File: src/rtl/dmem_arb_pkg.sv
`default_nettype none
// +------------------------------------------------------------------+
// | dmem_arb_pkg                                                     |
// | Shared types and width helper for the data-memory arbiter.       |
// | Revision: 1.0                                                    |
// +------------------------------------------------------------------+
package dmem_arb_pkg;

  typedef enum logic [0:0] {
    IDLE = 1'b0,
    WAIT = 1'b1
  } arb_state_t;

  typedef enum logic [0:0] {
    OWN_CORE = 1'b0,
    OWN_DBG  = 1'b1
  } arb_owner_t;

  localparam int DMEM_ADDR_W = 9;
  localparam int DMEM_DATA_W = 32;

  // Request bundle sized for the default data memory geometry.
  typedef struct packed {
    logic                   we;
    logic [DMEM_ADDR_W-1:0] addr;
    logic [DMEM_DATA_W-1:0] wdata;
    logic [3:0]             be;
  } mem_req_t;

  // Bits needed to hold values 0..max_val (latency and starvation counters).
  function automatic int cnt_width(input int max_val);
    int w;
    w = 1;
    while ((1 << w) <= max_val) begin
      w = w + 1;
    end
    return w;
  endfunction

endpackage
`default_nettype wire

File: src/rtl/dmem_arb_select.sv
`default_nettype none
// +------------------------------------------------------------------+
// | dmem_arb_select                                                  |
// | Combinational winner selection between core and debug requests.  |
// | Revision: 1.0                                                    |
// +------------------------------------------------------------------+
module dmem_arb_select
  import dmem_arb_pkg::*;
#(
  parameter int STARVE_MAX = 4,
  parameter int STV_W      = cnt_width(STARVE_MAX)
) (
  input  logic             en,
  input  logic             c_req,
  input  logic             d_req,
  input  logic             lock,
  input  logic [STV_W-1:0] starve_cnt,
  output logic             gnt_c,
  output logic             gnt_d
);

  localparam logic [STV_W-1:0] STV_LIMIT = STV_W'(STARVE_MAX);

  logic dbg_turn;

  assign dbg_turn = (starve_cnt == STV_LIMIT);

  always_comb begin
    gnt_c = 1'b0;
    gnt_d = 1'b0;
    if (en) begin
      // A held lock removes the core from contention entirely.
      if (lock) begin
        gnt_d = d_req;
      end else if (d_req && (!c_req || dbg_turn)) begin
        gnt_d = 1'b1;
      end else begin
        gnt_c = c_req;
      end
    end
  end

endmodule
`default_nettype wire

File: src/rtl/dmem_arbiter.sv
`default_nettype none
// +------------------------------------------------------------------+
// | dmem_arbiter                                                     |
// | Shares the single-ported data memory between core and debug      |
// | port; optional debug lock via DMEM_ARB_LOCK_EN.                  |
// | Revision: 1.0                                                    |
// +------------------------------------------------------------------+
module dmem_arbiter
  import dmem_arb_pkg::*;
#(
  parameter int ADDR_W     = DMEM_ADDR_W,
  parameter int DATA_W     = DMEM_DATA_W,
  parameter int MEM_LAT    = 1,
  parameter int STARVE_MAX = 4
) (
  input  logic              clk,
  input  logic              rst_n,
  input  logic              c_req,
  input  logic              c_we,
  input  logic [ADDR_W-1:0] c_addr,
  input  logic [DATA_W-1:0] c_wdata,
  input  logic [3:0]        c_be,
  output logic              c_gnt,
  output logic              c_rvalid,
  output logic [DATA_W-1:0] c_rdata,
  output logic              c_stall,
  input  logic              d_req,
  input  logic              d_we,
  input  logic [ADDR_W-1:0] d_addr,
  input  logic [DATA_W-1:0] d_wdata,
  input  logic [3:0]        d_be,
`ifdef DMEM_ARB_LOCK_EN
  input  logic              d_lock,
`endif
  output logic              d_gnt,
  output logic              d_rvalid,
  output logic [DATA_W-1:0] d_rdata,
  output logic              mem_wr,
  output logic              mem_rd,
  output logic [ADDR_W-1:0] mem_addr,
  output logic [DATA_W-1:0] mem_wdata,
  output logic [3:0]        mem_be,
  input  logic [DATA_W-1:0] mem_rdata
);

  localparam int LAT_W = cnt_width(MEM_LAT);
  localparam int STV_W = cnt_width(STARVE_MAX);

  localparam logic [LAT_W-1:0] LAT_LOAD = LAT_W'(MEM_LAT);
  localparam logic [LAT_W-1:0] LAT_LAST = LAT_W'(1);

  localparam logic [0:0] ST_IDLE = IDLE;
  localparam logic [0:0] ST_WAIT = WAIT;

  logic [0:0]       state_q, state_d;
  arb_owner_t       owner_q, owner_d;
  logic [LAT_W-1:0] lat_q, lat_d;
  logic [STV_W-1:0] starve_q, starve_d;

  logic     en_arb;
  logic     gnt_c;
  logic     gnt_d;
  logic     gnt_any;
  logic     lock_active;
  logic     core_rd_pend;
  mem_req_t win;

  // Reset is folded in so every output drops the instant rst_n falls.
  assign en_arb = rst_n && (state_q == ST_IDLE);

  dmem_arb_select #(
    .STARVE_MAX (STARVE_MAX),
    .STV_W      (STV_W)
  ) u_select (
    .en         (en_arb),
    .c_req      (c_req),
    .d_req      (d_req),
    .lock       (lock_active),
    .starve_cnt (starve_q),
    .gnt_c      (gnt_c),
    .gnt_d      (gnt_d)
  );

`ifdef DMEM_ARB_LOCK_EN
  logic last_dbg_q, last_dbg_d;

  assign last_dbg_d  = gnt_any ? gnt_d : last_dbg_q;
  assign lock_active = d_lock && last_dbg_q;

  always_ff @(posedge clk or negedge rst_n) begin
    if (!rst_n) begin
      last_dbg_q <= 1'b0;
    end else begin
      last_dbg_q <= last_dbg_d;
    end
  end
`else
  assign lock_active = 1'b0;
`endif

  assign c_gnt   = gnt_c;
  assign d_gnt   = gnt_d;
  assign gnt_any = gnt_c || gnt_d;

  always_comb begin
    win = '0;
    if (gnt_c) begin
      win.we    = c_we;
      win.addr  = DMEM_ADDR_W'(c_addr);
      win.wdata = DMEM_DATA_W'(c_wdata);
      win.be    = c_be;
    end else if (gnt_d) begin
      win.we    = d_we;
      win.addr  = DMEM_ADDR_W'(d_addr);
      win.wdata = DMEM_DATA_W'(d_wdata);
      win.be    = d_be;
    end
  end

  assign mem_wr    = gnt_any && win.we;
  assign mem_rd    = gnt_any && !win.we;
  assign mem_addr  = ADDR_W'(win.addr);
  assign mem_wdata = DATA_W'(win.wdata);
  assign mem_be    = win.be;

  always_comb begin
    starve_d = starve_q;
    if (!lock_active) begin
      if (!d_req || gnt_d) begin
        starve_d = '0;
      end else if (gnt_c) begin
        starve_d = starve_q + STV_W'(1);
      end
    end
  end

  always_comb begin
    state_d  = state_q;
    owner_d  = owner_q;
    lat_d    = lat_q;
    c_rvalid = 1'b0;
    d_rvalid = 1'b0;
    c_rdata  = '0;
    d_rdata  = '0;
    case (state_q)
      ST_IDLE: begin
        if (mem_rd) begin
          state_d = ST_WAIT;
          lat_d   = LAT_LOAD;
          owner_d = gnt_d ? OWN_DBG : OWN_CORE;
        end
      end
      ST_WAIT: begin
        if (lat_q == LAT_LAST) begin
          state_d = ST_IDLE;
          if (owner_q == OWN_DBG) begin
            d_rvalid = 1'b1;
            d_rdata  = mem_rdata;
          end else begin
            c_rvalid = 1'b1;
            c_rdata  = mem_rdata;
          end
        end else begin
          lat_d = lat_q - LAT_LAST;
        end
      end
      default: state_d = ST_IDLE;
    endcase
  end

  // The grant cycle of a core read already counts as an outstanding read.
  assign core_rd_pend = (gnt_c && !win.we) ||
                        ((state_q == ST_WAIT) && (owner_q == OWN_CORE) && !c_rvalid);
  assign c_stall      = rst_n && ((c_req && !gnt_c) || core_rd_pend);

  always_ff @(posedge clk or negedge rst_n) begin
    if (!rst_n) begin
      state_q  <= ST_IDLE;
      owner_q  <= OWN_CORE;
      lat_q    <= '0;
      starve_q <= '0;
    end else begin
      state_q  <= state_d;
      owner_q  <= owner_d;
      lat_q    <= lat_d;
      starve_q <= starve_d;
    end
  end

endmodule
`default_nettype wire

File: config.mk
export PLATFORM = sky130hd
export DESIGN_NAME = dmem_arbiter
export DESIGN_NICKNAME = d
export VERILOG_FILES = /design/src/rtl/dmem_arb_pkg.sv /design/src/rtl/dmem_arb_select.sv /design/src/rtl/dmem_arbiter.sv
export SDC_FILE = /design/constraint.sdc
export NUM_CORES = 1
export LEC_CHECK = 0
export BUFFER_PORTS_ARGS = -buffer_cell sky130_fd_sc_hd__buf_2
export CORE_AREA = 3 3 94 96
export CTS_BUF_LIST = sky130_fd_sc_hd__clkbuf_16
export CTS_CLUSTER_DIAMETER = 30
export CTS_CLUSTER_SIZE = 25
export DETAILED_ROUTE_END_ITERATION = 10
export DIE_AREA = 0 0 97 99
export SLEW_MARGIN = 20
export SYNTH_ARGS = -nofsm -noshare
export SYNTH_HDL_FRONTEND = slang
export SYNTH_SLANG_ARGS = --single-unit
File: constraint.sdc
create_clock -name clk -period 2 [get_ports clk]
set_input_delay 0.4 -clock clk [delete_from_list [all_inputs] [get_ports clk]]
set_output_delay 0.4 -clock clk [all_outputs]
set_load 0.005 [all_outputs]
==> results of run 1 <==
==> state kept, by name, summed over array words and instances (netlist names) <==
name,cells
starve_q,3
lat_q,1
owner_q,1
state_q,1
==> synth_stat cells, types with 2 or more instances <==
master | n | area, um2
sky130_fd_sc_hd__and2_1 | 64 | 400
sky130_fd_sc_hd__nand2_1 | 5 | 18.8
sky130_fd_sc_hd__and3_2 | 2 | 15.0
sky130_fd_sc_hd__nor3_1 | 3 | 15.0
sky130_fd_sc_hd__clkbuf_1 | 6 | 22.5
sky130_fd_sc_hd__inv_1 | 4 | 15.0
sky130_fd_sc_hd__nor2_1 | 2 | 7.51
sky130_fd_sc_hd__o21ai_0 | 2 | 10.0
sky130_fd_sc_hd__buf_6 | 5 | 56.3
sky130_fd_sc_hd__buf_2 | 4 | 20.0
sky130_fd_sc_hd__a22o_1 | 45 | 394
sky130_fd_sc_hd__ha_1 | 2 | 25.0
sky130_fd_sc_hd__dfrtp_1 | 6 | 150
sky130_fd_sc_hd__nand3_1 | 4 | 20.0
sky130_fd_sc_hd__a21boi_0 | 2 | 15.0
sky130_fd_sc_hd__o31ai_1 | 3 | 22.5
==> power breakdown <==
part | internal, W | leakage (nW) | switching (W)
clock | 0.000257 | 0.0370 | 0.0000676
combinational | 0.000302 | 1.75 | 0.000226
sequential | 0.000127 | 0.0767 | 0.00000450
==> layout make-up <==
| cell class | instances | area [um2] | area share (%) |
|---|---|---|---|
| diodes | 1 | 2.50 | 0.0826 |
| clock buffers | 3 | 75.1 | 2.48 |
| inverters | 5 | 21.3 | 0.702 |
| multi-input cells | 149 | 1100 | 36.4 |
| flip-flops and latches | 6 | 150 | 4.96 |
| well taps | 105 | 131 | 4.34 |
| repair buffers | 263 | 1540 | 51.0 |
==> metrics by stage <==
step	utilization, %	setup WS (ns)	power (W)	instances
2_1_floorplan	-	0.146	0.000320	175
3_3_place_gp	32.7	0.0370	0.000582	514
3_5_place_dp	32.7	0.00815	0.000583	514
4_1_cts	35.7	-0.124	0.000959	526
5_1_grt	37.2	-0.140	0.00104	532
6_report	37.2	-0.107	0.000983	532
==> what timing repair did <==
item / CTS / global route
pin swaps: 1 / 6
hold buffers: 1 / 0
cloned: 3 / 5
setup buffers: 5 / 0
setup endpoints to repair: 48 / 60
hold endpoints to repair: 1 / 0
resized for setup: 14 / 4
==> worst max-delay path: stages (launching register included) <==
cell and delay, ns:
sky130_fd_sc_hd__dfrtp_1 0.38, sky130_fd_sc_hd__inv_2 0.08, sky130_fd_sc_hd__ha_4 0.14, sky130_fd_sc_hd__and3_4 0.20, sky130_fd_sc_hd__nor3_4 0.05, sky130_fd_sc_hd__buf_6 0.14, sky130_fd_sc_hd__clkbuf_16 0.16, sky130_fd_sc_hd__a22o_1 0.20
sky130_fd_sc_hd__buf_2 0.13
==> path summary, 6_finish.rpt <==
path	startpoint	endpoint	slack, ns
max reg2reg	starve_q[1]$_DFFE_PN0P_	lat_q$_DFFE_PN0P_	0.53
min reg2reg	lat_q$_DFFE_PN0P_	lat_q$_DFFE_PN0P_	0.51
max in group asynchronous	rst_n	owner_q$_DFFE_PN0P_	1.35
min in group clk	d_we	owner_q$_DFFE_PN0P_	0.46
min	rst_n	state_q$_DFF_PN0_	0.14
max	starve_q[1]$_DFFE_PN0P_	mem_wdata[30]	-0.11
==> cell families after synthesis <==
logic type / synth area share [%]
AOI/OAI and AO/OA: 37.6
adders and majority gates: 1.87
buffers and inverters: 8.78
DFF: 11.2
and+or+nand+nor: 40.5
==> routing by layer <==
layer / GRT usage (%) / part of all wire [%] / up-vias
met3: 2.62 / 7.4 / 11
met2: 27.2 / 51 / 133
li1: - / - / 1146
met1: 19.2 / 40 / 1079
met5: 0 / 0 / -
met4: 4.10 / 1.6 / 0
==> out/results.md, run 1 <==
| Result | This run | Unit |
|:---|:---|:---|
| CP arrival | 1.71 | ns |
| Final count of hold timing violations | 0 | - |
| Unrepaired setup endpoints after global routing | true | - |
| Max Freq | 475 | MHz |
| Count of max-cap constraint violations | 0 | - |
| Final min period | 2.11 | ns |
| Status | finished, violations left | - |
| Clock edge transition at the registers on the reported setup and hold paths | 0.03 | ns |
| CP max FO | 6 | - |
| Signed area change from the synthesized netlist to the final layout | 126 | % |
| Wire length of the first global-routing pass | 12200 | um |
| Final RePlAce weighted congestion | 0.918 | - |
| Critical path capture point type | primary output | - |
| Chip height | 99 | um |
| Post-detailed-route count of antenna-violating nets | 0 | - |
| Global-route usage over all layers | 15.4 | % |
| Number of warnings reported in the yosys synthesis log | 0 | - |
| Initial cell density of the core | 16.5 | % |
| Violations in the final reports | negative setup slack | - |
| Post-layout net count | 558 | - |
| Maximum vdd drop | 0.513 | mV |
| Final Routed Wirelength | 8630 | um |
| Area of the die | 0.00960 | mm2 |
| Number of unique standard cell types used by synthesis | 32 | - |
| Area of the core | 0.00813 | mm2 |
| Required time at the endpoint of the critical path | 1.60 | ns |
| Number of antenna violations at the first check in global routing | 1 | - |
| Final period utilization | 105 | % |
| Std cell rows | 33 | - |
| Cells on worst reg2reg path | 7 | - |
| Category of the most critical setup path | flip-flop to primary output | - |
| Summed instance area of the synthesized netlist | 0.00134 | mm2 |
| Hold Crit Class | primary input to async pin | - |
| Most frequent cells in the layout | 241 x sky130_fd_sc_hd__buf_2, 64 x sky130_fd_sc_hd__and2_1, 45 x sky130_fd_sc_hd__a22o_1 | - |
| Proportion of synthesized chip area in sequential cells | 11.2 | % |
| Deepest level of the CTS H-tree | 1 | - |
| Remaining global-route overflow | 0 | - |
| Die boundary width | 97 | um |
| Average instance area after synthesis | 7.66 | um2 |
| Slew of the pin with the lowest slew margin | 0.462 | ns |
| Max Slew Vio Count | 0 | - |
| Violation count after the first detailed-routing iteration | 109 | - |
| Clock buffer count from CTS | 3 | - |
| Count of TritonRoute iterations in the first routing pass | 4 | - |
| Total number of clock tree sinks | 6 | - |
| Post-synth net total | 305 | - |
| Worst Setup Slack, final | -0.107 | ns |
| Worst-Skew Late Latency | 0.23 | ns |
| Top-Level Pins | 244 | - |
| Count of buffers from port buffering | 243 | - |
| Setup TNS | -2.98 | ns |
| Commonest non-fill, non-tap cell in the layout | sky130_fd_sc_hd__buf_2 | - |
| Fraction of final layout cells with drive strength greater than 1 | 65.0 | % |
| Vias in the first global route | 2223 | - |
| TritonCTS clock tree | built | - |
| Leakage | 1.86 | nW |
| Proportion of synthesized flip-flops having asynchronous set or reset | 100 | % |
| Final setup vio count | 45 | - |
| Area of all placed cells without fillers | 0.00303 | mm2 |
| Startpoint type of the worst setup path | flip-flop | - |
| Number of enable flip-flop cells after synthesis | 0 | - |
| Number of vias after detailed routing | 2369 | - |
| DP Area | 0.00266 | mm2 |
| Maximum buffer depth of the clock tree | 2 | - |
| Slew Limit Headroom | 69.2 | % |
| DP HPWL | 6320 | um |
| Tightest hold margin | 0.143 | ns |
| Pin count of the biggest net entering global routing | 34 | - |
| Number of instances in the synthesized netlist | 175 | - |
| Post-DR vias/cell | 4.45 | - |
| Final clock skew | 0.00121 | ns |
| Pwr dens | 325 | mW/mm2 |
| Fillcell total | 876 | - |
| FF+latch count, synth | 6 | - |
| Root buf cell | sky130_fd_sc_hd__clkbuf_16 | - |
| Routed wirelength normalized by instance count | 16.2 | um |
| Drt drc | 0 | - |
| Prevailing post-synth register cell | sky130_fd_sc_hd__dfrtp_1 | - |
Power figures use the tool's default switching activity.
==> inputs of run 2 (changes only) <==
- SYNTH_HIERARCHICAL: not set -> 1
==> run 2 against run 1 <==
Effect of this change:
- the flow still finishes with violations (negative setup slack)
- routed wire length decreased by 14%
- sequential share of layout area barely moved
- die area stayed put
- critical path type unchanged
- clock skew barely moved
- largest cell class unchanged
- critical path depth decreased by 1
- largest power group unchanged
==> out/results.md, run 2 <==
| Result | This run | Unit |
|:---|:---|:---|
| Chip height | 99 | um |
| Power dissipated by switching net loads | 0.000639 | W |
| Final min period | 2.27 | ns |
| Required time at the endpoint of the critical path | 1.60 | ns |
| Critical path capture point | mem_be[0] | - |
| Top cells by area, synth | sky130_fd_sc_hd__and2_1 31%, sky130_fd_sc_hd__a22o_1 30%, sky130_fd_sc_hd__dfrtp_1 12% | - |
| Unrepaired setup endpoints after global routing | true | - |
| Number of antenna violations at the first check in global routing | 0 | - |
| Clock edge transition at the registers on the reported setup and hold paths | 0.03 | ns |
| Total chip power | 0.00172 | W |
| Die boundary width | 97 | um |
| Max Freq | 440 | MHz |
| Combinational fraction of design power | 71.7 | % |
| Final setup vio count | 48 | - |
| Std cell rows | 33 | - |
| Prevailing post-synth register cell | sky130_fd_sc_hd__dfrtp_1 | - |
| Violation count after the first detailed-routing iteration | 27 | - |
| Final RePlAce weighted congestion | 0.845 | - |
| Area share of the largest cell type after synthesis | 30.8 | % |
| Register area | 150 | um2 |
| Deepest level of the CTS H-tree | 1 | - |
| Final clock skew | 0.000789 | ns |
| Number of instances in the synthesized netlist | 169 | - |
| Sequential fraction of design power | 9.7 | % |
| Largest Register | starve_q | - |
| Hold Crit Class | primary input to async pin | - |
| Fraction of power spent switching nets | 37.2 | % |
| Critical path capture point type | primary output | - |
| Total number of clock tree sinks | 6 | - |
| Remaining global-route overflow | 0 | - |
| FF-to-FF End | lat_q$_DFFE_PN0P_ | - |
| Fraction of final layout cells with drive strength greater than 1 | 67.3 | % |
| Final period utilization | 114 | % |
| Count of TritonRoute iterations in the first routing pass | 4 | - |
| Share of the core filled with cells in the final layout | 37.3 | % |
| Average instance area after synthesis | 7.68 | um2 |
| Area of the die | 0.00960 | mm2 |
| DP HPWL | 5650 | um |
| P_int | 0.00108 | W |
| Commonest non-fill, non-tap cell in the layout | sky130_fd_sc_hd__buf_2 | - |
| Wire length of the first global-routing pass | 11100 | um |
| CP max stage cell | sky130_fd_sc_hd__dfrtp_1 | - |
| Signed area change from the synthesized netlist to the final layout | 134 | % |
| Proportion of synthesized chip area in sequential cells | 11.6 | % |
| Vias in the first global route | 2232 | - |
| Routed wirelength normalized by instance count | 13.9 | um |
| Post-DR vias/cell | 4.22 | - |
| Startpoint type of the worst setup path | flip-flop | - |
| Category of the most critical setup path | flip-flop to primary output | - |
| Count of buffers from port buffering | 243 | - |
| Max Slew Vio Count | 0 | - |
| Most frequent cells in the layout | 241 x sky130_fd_sc_hd__buf_2, 64 x sky130_fd_sc_hd__and2_1, 43 x sky130_fd_sc_hd__a22o_1 | - |
| Placed Cells | 514 | - |
| CP top delay family | compound AO/OA/AOI/OAI gates | - |
| Status | finished, violations left | - |
| Number of vias after detailed routing | 2248 | - |
| Beginning of the critical path | starve_q[2]$_DFFE_PN0P_ | - |
| Clock power share | 18.6 | % |
| Pin count of the biggest net entering global routing | 34 | - |
| Finished Layout Cells | 533 | - |
| Root buf cell | sky130_fd_sc_hd__clkbuf_16 | - |
| Count of max-cap constraint violations | 0 | - |
| Fillcell total | 858 | - |
| Post-layout net count | 559 | - |
| Post-detailed-route count of antenna-violating nets | 0 | - |
| Hold-fix buffers, CTS | 0 | - |
| Summed instance area of the synthesized netlist | 0.00130 | mm2 |
| Number of unique standard cell types used by synthesis | 31 | - |
| Maximum vdd drop | 0.268 | mV |
| Area of the core | 0.00813 | mm2 |
| Cells along the critical path | nor3b_4 -> buf_4 -> o311a_4 -> nor2b_4 -> buf_12 -> a22o_1 -> buf_2 | - |
| Leakage | 1.87 | nW |
| Global-route usage over all layers | 14.0 | % |
| CP max FO | 11 | - |
| Flip-flop count of the largest register, all copies and words added | 3 | - |
| Count of buffering cells on the critical path with inverters included | 3 | - |
| DP Area | 0.00265 | mm2 |
| Dominant cell by count in the synthesized netlist | sky130_fd_sc_hd__and2_1 | - |
| Violations in the final reports | negative setup slack | - |
| Clock buffer count from CTS | 3 | - |
| Area of all placed cells without fillers | 0.00304 | mm2 |
| Startpoint of the lowest-slack register-to-register path | starve_q[2]$_DFFE_PN0P_ | - |
| Number of enable flip-flop cells after synthesis | 0 | - |
| Commonest cells in the synthesized netlist | 64 x sky130_fd_sc_hd__and2_1, 44 x sky130_fd_sc_hd__a22o_1, 8 x sky130_fd_sc_hd__buf_4 | - |
| Initial cell density of the core | 16.0 | % |
| Final Routed Wirelength | 7400 | um |
| Number of warnings reported in the yosys synthesis log | 6 | - |
| Setup slack of the most critical reg-to-reg path | 0.28 | ns |
| Maximum buffer depth of the clock tree | 2 | - |
| CP arrival | 1.87 | ns |
| Number of cells on the critical path | 7 | - |
| Top-Level Pins | 244 | - |
| Proportion of synthesized flip-flops having asynchronous set or reset | 100 | % |
| Pwr dens | 565 | mW/mm2 |
| Total inserted antenna cells | 0 | - |
| FF+latch count, synth | 6 | - |
| TritonCTS clock tree | built | - |
| Total area of multi-input combinational cells | 0.00113 | mm2 |
| Worst-Skew Late Latency | 0.22 | ns |
| Post-synthesis cell type with the largest combined area | sky130_fd_sc_hd__and2_1 | - |
| Drt drc | 0 | - |
| Cells on worst reg2reg path | 7 | - |
| Final count of hold timing violations | 0 | - |
| Largest incremental delay on the critical path | 0.38 | ns |
| Worst Setup Slack, final | -0.271 | ns |
## run 2: power groups by stage
stage / logic (W) / registers, W / clock network [W]
final: 0.00123 / 0.000167 / 0.000319
after global routing: 0.00135 / 0.000170 / 0.000336
after CTS: 0.00122 / 0.000166 / 0.000326
after detailed placement: 0.00110 / 0.000165 / 0
after global placement: 0.00108 / 0.000165 / 0
after floorplan: 0.000576 / 0.000171 / 0
## run 2: cell families (layout without fill, tap and decap cells)
group / after synthesis / count (layout) / synth area share, %
AOI/OAI and AO/OA: 54 / 54 / 34.8
and+or+nand+nor: 84 / 87 / 39.8
adders and majority gates: 1 / 1 / 0.963
DFF: 6 / 6 / 11.6
muxes: 1 / 1 / 0.771
xor gates and xnor gates: 2 / 2 / 1.35
buffers and inverters: 20 / 275 / 10.5
other: 1 / 2 / 0.289
## run 2: what timing repair did
item                                    CTS  global route
gates resized for setup                  11            14
setup buffers                            11             2
pin swaps                                 3             4
endpoints found under the setup margin   49            64
hold endpoints to repair                  0             0
gates cloned                              4             0
## run 2: through the flow
stage               setup slack (ns)  hold slack (ns)  setup TNS [ns]
CTS                           -0.213           0.0767           -8.05
detailed placement            -0.517            0.314          -18.83
global placement              -0.439            0.314          -15.26
finish                        -0.271           0.0750           -9.87
global route                  -0.335           0.0859          -14.27
floorplan                     0.0932            0.104               0
## run 2: worst register-to-register path, delay by kind of cell, from the launching register on
family / cells / cell delay [ns]
simple gates: 3 / 0.54
compound gates: 2 / 0.40
flops: 1 / 0.38
buf+inv: 2 / 0.28
## run 2: layout make-up
cell class,instances,share of cell area (%)
clock buffers,3,2.47
inverters,3,0.371
well taps,105,4.32
repair buffers,269,50.6
multi-input cells,147,37.3
flip-flops and latches,6,4.94
## run 2: per-layer routing
metal	vias to the layer above	GRT usage [%]	wire [um]
met5	-	0	0
met2	157	29.5	4140
met3	4	2.34	722
met1	965	14.4	2490
li1	1122	-	-
met4	0	2.05	49
## run 2: worst min path at each step
| stage | start | end | slack [ns] | depth (start not counted) |
|---|---|---|---|---|
| global route | rst_n | owner_q$_DFFE_PN0P_ | 0.09 | 2 |
| detailed placement | rst_n | starve_q[0]$_DFFE_PN0P_ | 0.31 | 2 |
| finish | rst_n | starve_q[0]$_DFFE_PN0P_ | 0.08 | 2 |
| CTS | rst_n | starve_q[0]$_DFFE_PN0P_ | 0.08 | 2 |
| floorplan | rst_n | lat_q$_DFFE_PN0P_ | 0.10 | 0 |
| global placement | rst_n | starve_q[0]$_DFFE_PN0P_ | 0.31 | 2 |
==> inputs of run 3 (changes only) <==
- CELL_PAD_IN_SITES_DETAIL_PLACEMENT: not set -> 1
- CELL_PAD_IN_SITES_GLOBAL_PLACEMENT: not set -> 1
- CORE_AREA: 3 3 94 96 -> not set
- CORE_MARGIN: not set -> 3
- CORE_UTILIZATION: not set -> 14
- DIE_AREA: 0 0 97 99 -> not set
- PLACE_DENSITY_LB_ADDON: not set -> 0.1
- SKIP_LAST_GASP: not set -> 1
- TNS_END_PERCENT: not set -> 50
==> run 3 against run 2 <==
Effect of this change:
- the run still ends with negative setup slack left
- routed wire length increased by 14%
- count of clock-buffer cells in the layout is the same
- clock power is essentially flat
- non-clock buffer count decreased by 5
- global-route usage down 0.75 points
- critical path depth fell by 1
- register-to-register slack about the same
- largest power group unchanged
==> out/results.md, run 3 (synthesis results as in run 2) <==
| Result | This run | Unit |
|:---|:---|:---|
| Total inserted antenna cells | 0 | - |
| Post-layout net count | 551 | - |
| Total number of clock tree sinks | 6 | - |
| Post-detailed-route count of antenna-violating nets | 0 | - |
| Startpoint type of the worst setup path | flip-flop | - |
| Combinational fraction of design power | 71.0 | % |
| Total area of multi-input combinational cells | 0.00108 | mm2 |
| Unrepaired setup endpoints after global routing | true | - |
| P_int | 0.00103 | W |
| Final setup vio count | 48 | - |
| Critical path capture point type | primary output | - |
| Signed area change from the synthesized netlist to the final layout | 125 | % |
| Hold-fix buffers, CTS | 0 | - |
| Wire length of the first global-routing pass | 11100 | um |
| Initial cell density of the core | 14.7 | % |
| Worst Setup Slack, final | -0.148 | ns |
| Count of TritonRoute iterations in the first routing pass | 4 | - |
| Final clock skew | 0.000665 | ns |
| TritonCTS clock tree | built | - |
| Total chip power | 0.00167 | W |
| Area of the core | 0.00885 | mm2 |
| Final Routed Wirelength | 8400 | um |
| Drt drc | 0 | - |
| Deepest level of the CTS H-tree | 1 | - |
| Count of max-cap constraint violations | 0 | - |
| Share of the core filled with cells in the final layout | 33.0 | % |
| Clock buffer count from CTS | 3 | - |
| Category of the most critical setup path | flip-flop to primary output | - |
| Global-route usage over all layers | 13.2 | % |
| Hold Crit Class | primary input to async pin | - |
| CP max FO | 33 | - |
| Maximum buffer depth of the clock tree | 2 | - |
| Flip-flop count of the largest register, all copies and words added | 3 | - |
| Violations in the final reports | negative setup slack | - |
| Most frequent cells in the layout | 243 x sky130_fd_sc_hd__buf_2, 64 x sky130_fd_sc_hd__and2_1, 44 x sky130_fd_sc_hd__a22o_1 | - |
| Pin count of the biggest net entering global routing | 48 | - |
| Violation count after the first detailed-routing iteration | 40 | - |
| Critical path capture point | mem_wdata[12] | - |
| Setup TNS | -4.66 | ns |
| Final count of hold timing violations | 0 | - |
| Cells on worst reg2reg path | 7 | - |
| Number of antenna violations at the first check in global routing | 0 | - |
| Final RePlAce weighted congestion | 0.707 | - |
| Maximum vdd drop | 0.380 | mV |
| CP arrival | 1.75 | ns |
| Fillcell total | 1177 | - |
| Final min period | 2.15 | ns |
| Remaining global-route overflow | 0 | - |
| Setup slack of the most critical reg-to-reg path | 0.28 | ns |
| Area of the die | 0.0105 | mm2 |
| Routed wirelength normalized by instance count | 15.9 | um |
| Fraction of final layout cells with drive strength greater than 1 | 66.9 | % |
| Startpoint of the lowest-slack register-to-register path | state_q$_DFF_PN0_ | - |
| Chip height | 102 | um |
| Largest Register | starve_q | - |
| DP HPWL | 6860 | um |
| Clock power share | 19.1 | % |
| Leakage | 1.84 | nW |
| Setup slack after placement | -0.119 | ns |
| Commonest non-fill, non-tap cell in the layout | sky130_fd_sc_hd__buf_2 | - |
| Number of vias after detailed routing | 2275 | - |
| Die boundary width | 102 | um |
| FF-to-FF End | lat_q$_DFFE_PN0P_ | - |
| Vias in the first global route | 2181 | - |
| Beginning of the critical path | starve_q[1]$_DFFE_PN0P_ | - |
| Register area | 150 | um2 |
| Count of buffers from port buffering | 243 | - |
| Placed Cells | 516 | - |
| Fraction of power spent switching nets | 38.5 | % |
| Sequential fraction of design power | 9.8 | % |
| Worst-Skew Late Latency | 0.22 | ns |
| Status | finished, violations left | - |
| Pwr dens | 573 | mW/mm2 |
| Max Freq | 466 | MHz |
| Post-DR vias/cell | 4.31 | - |
| Max Slew Vio Count | 0 | - |
| Top-Level Pins | 244 | - |
| Std cell rows | 34 | - |
| Power dissipated by switching net loads | 0.000644 | W |
| Finished Layout Cells | 528 | - |
| Required time at the endpoint of the critical path | 1.60 | ns |
| Final period utilization | 107 | % |
| Clock edge transition at the registers on the reported setup and hold paths | 0.03 | ns |
| Root buf cell | sky130_fd_sc_hd__clkbuf_16 | - |
run 3: layout make-up:
class / count / share of cell area [%]
clock buffers: 3 / 2.57
inverters: 3 / 0.386
multi-input cells: 144 / 37.1
flip-flops and latches: 6 / 5.14
well taps: 108 / 4.63
repair buffers: 264 / 50.2
run 3: per-stage QoR:
stage,hold WS (ns),cell area [um2]
final,0.0760,2920
after global routing,0.0964,2920
after CTS,0.0802,2740
after detailed placement,0.315,2660
after global placement,0.314,2660
after floorplan,0.104,1300
run 3: power groups by stage:
stage	sequential, W	clock [W]	combinational (W)
2_1_floorplan	0.000171	0	0.000576
6_report	0.000164	0.000320	0.00119
3_3_place_gp	0.000165	0	0.00114
5_1_grt	0.000169	0.000330	0.00133
4_1_cts	0.000165	0.000327	0.00115
3_5_place_dp	0.000165	0	0.00115
run 3: timing repair:
item	4_1_cts	5_1_grt
buffers inserted	0	5
setup endpoints to repair	49	81
gates resized for setup	3	15
gates cloned	0	4
pin swaps	0	4
run 3: per-layer routing:
layer	GRT usage (%)	share of wire (%)	routed length [um]	vias to the layer above
met3	2.32	7.1	593	2
met5	0	0	0	-
met4	2.12	0.40	34	0
met1	14.4	36	2980	1065
li1	-	-	-	1104
met2	26.6	57	4790	104
run 3: worst min path at each step:
stage | slack [ns] | start | cells past startpoint | end
6_report | 0.08 | rst_n | 2 | starve_q[2]$_DFFE_PN0P_
3_5_place_dp | 0.31 | rst_n | 2 | state_q$_DFF_PN0_
3_3_place_gp | 0.31 | rst_n | 2 | state_q$_DFF_PN0_
5_1_grt | 0.1 | rst_n | 2 | state_q$_DFF_PN0_
2_1_floorplan | 0.10 | rst_n | 0 | lat_q$_DFFE_PN0P_
4_1_cts | 0.08 | rst_n | 2 | state_q$_DFF_PN0_
run 3: critical path, stage by stage, from the launching register on:
cell and delay [ns]:
sky130_fd_sc_hd__dfrtp_1 0.38, sky130_fd_sc_hd__nor3b_2 0.23, sky130_fd_sc_hd__o311a_1 0.20, sky130_fd_sc_hd__nor2b_4 0.21
sky130_fd_sc_hd__buf_12 0.20, sky130_fd_sc_hd__a22o_1 0.17, sky130_fd_sc_hd__buf_2 0.12
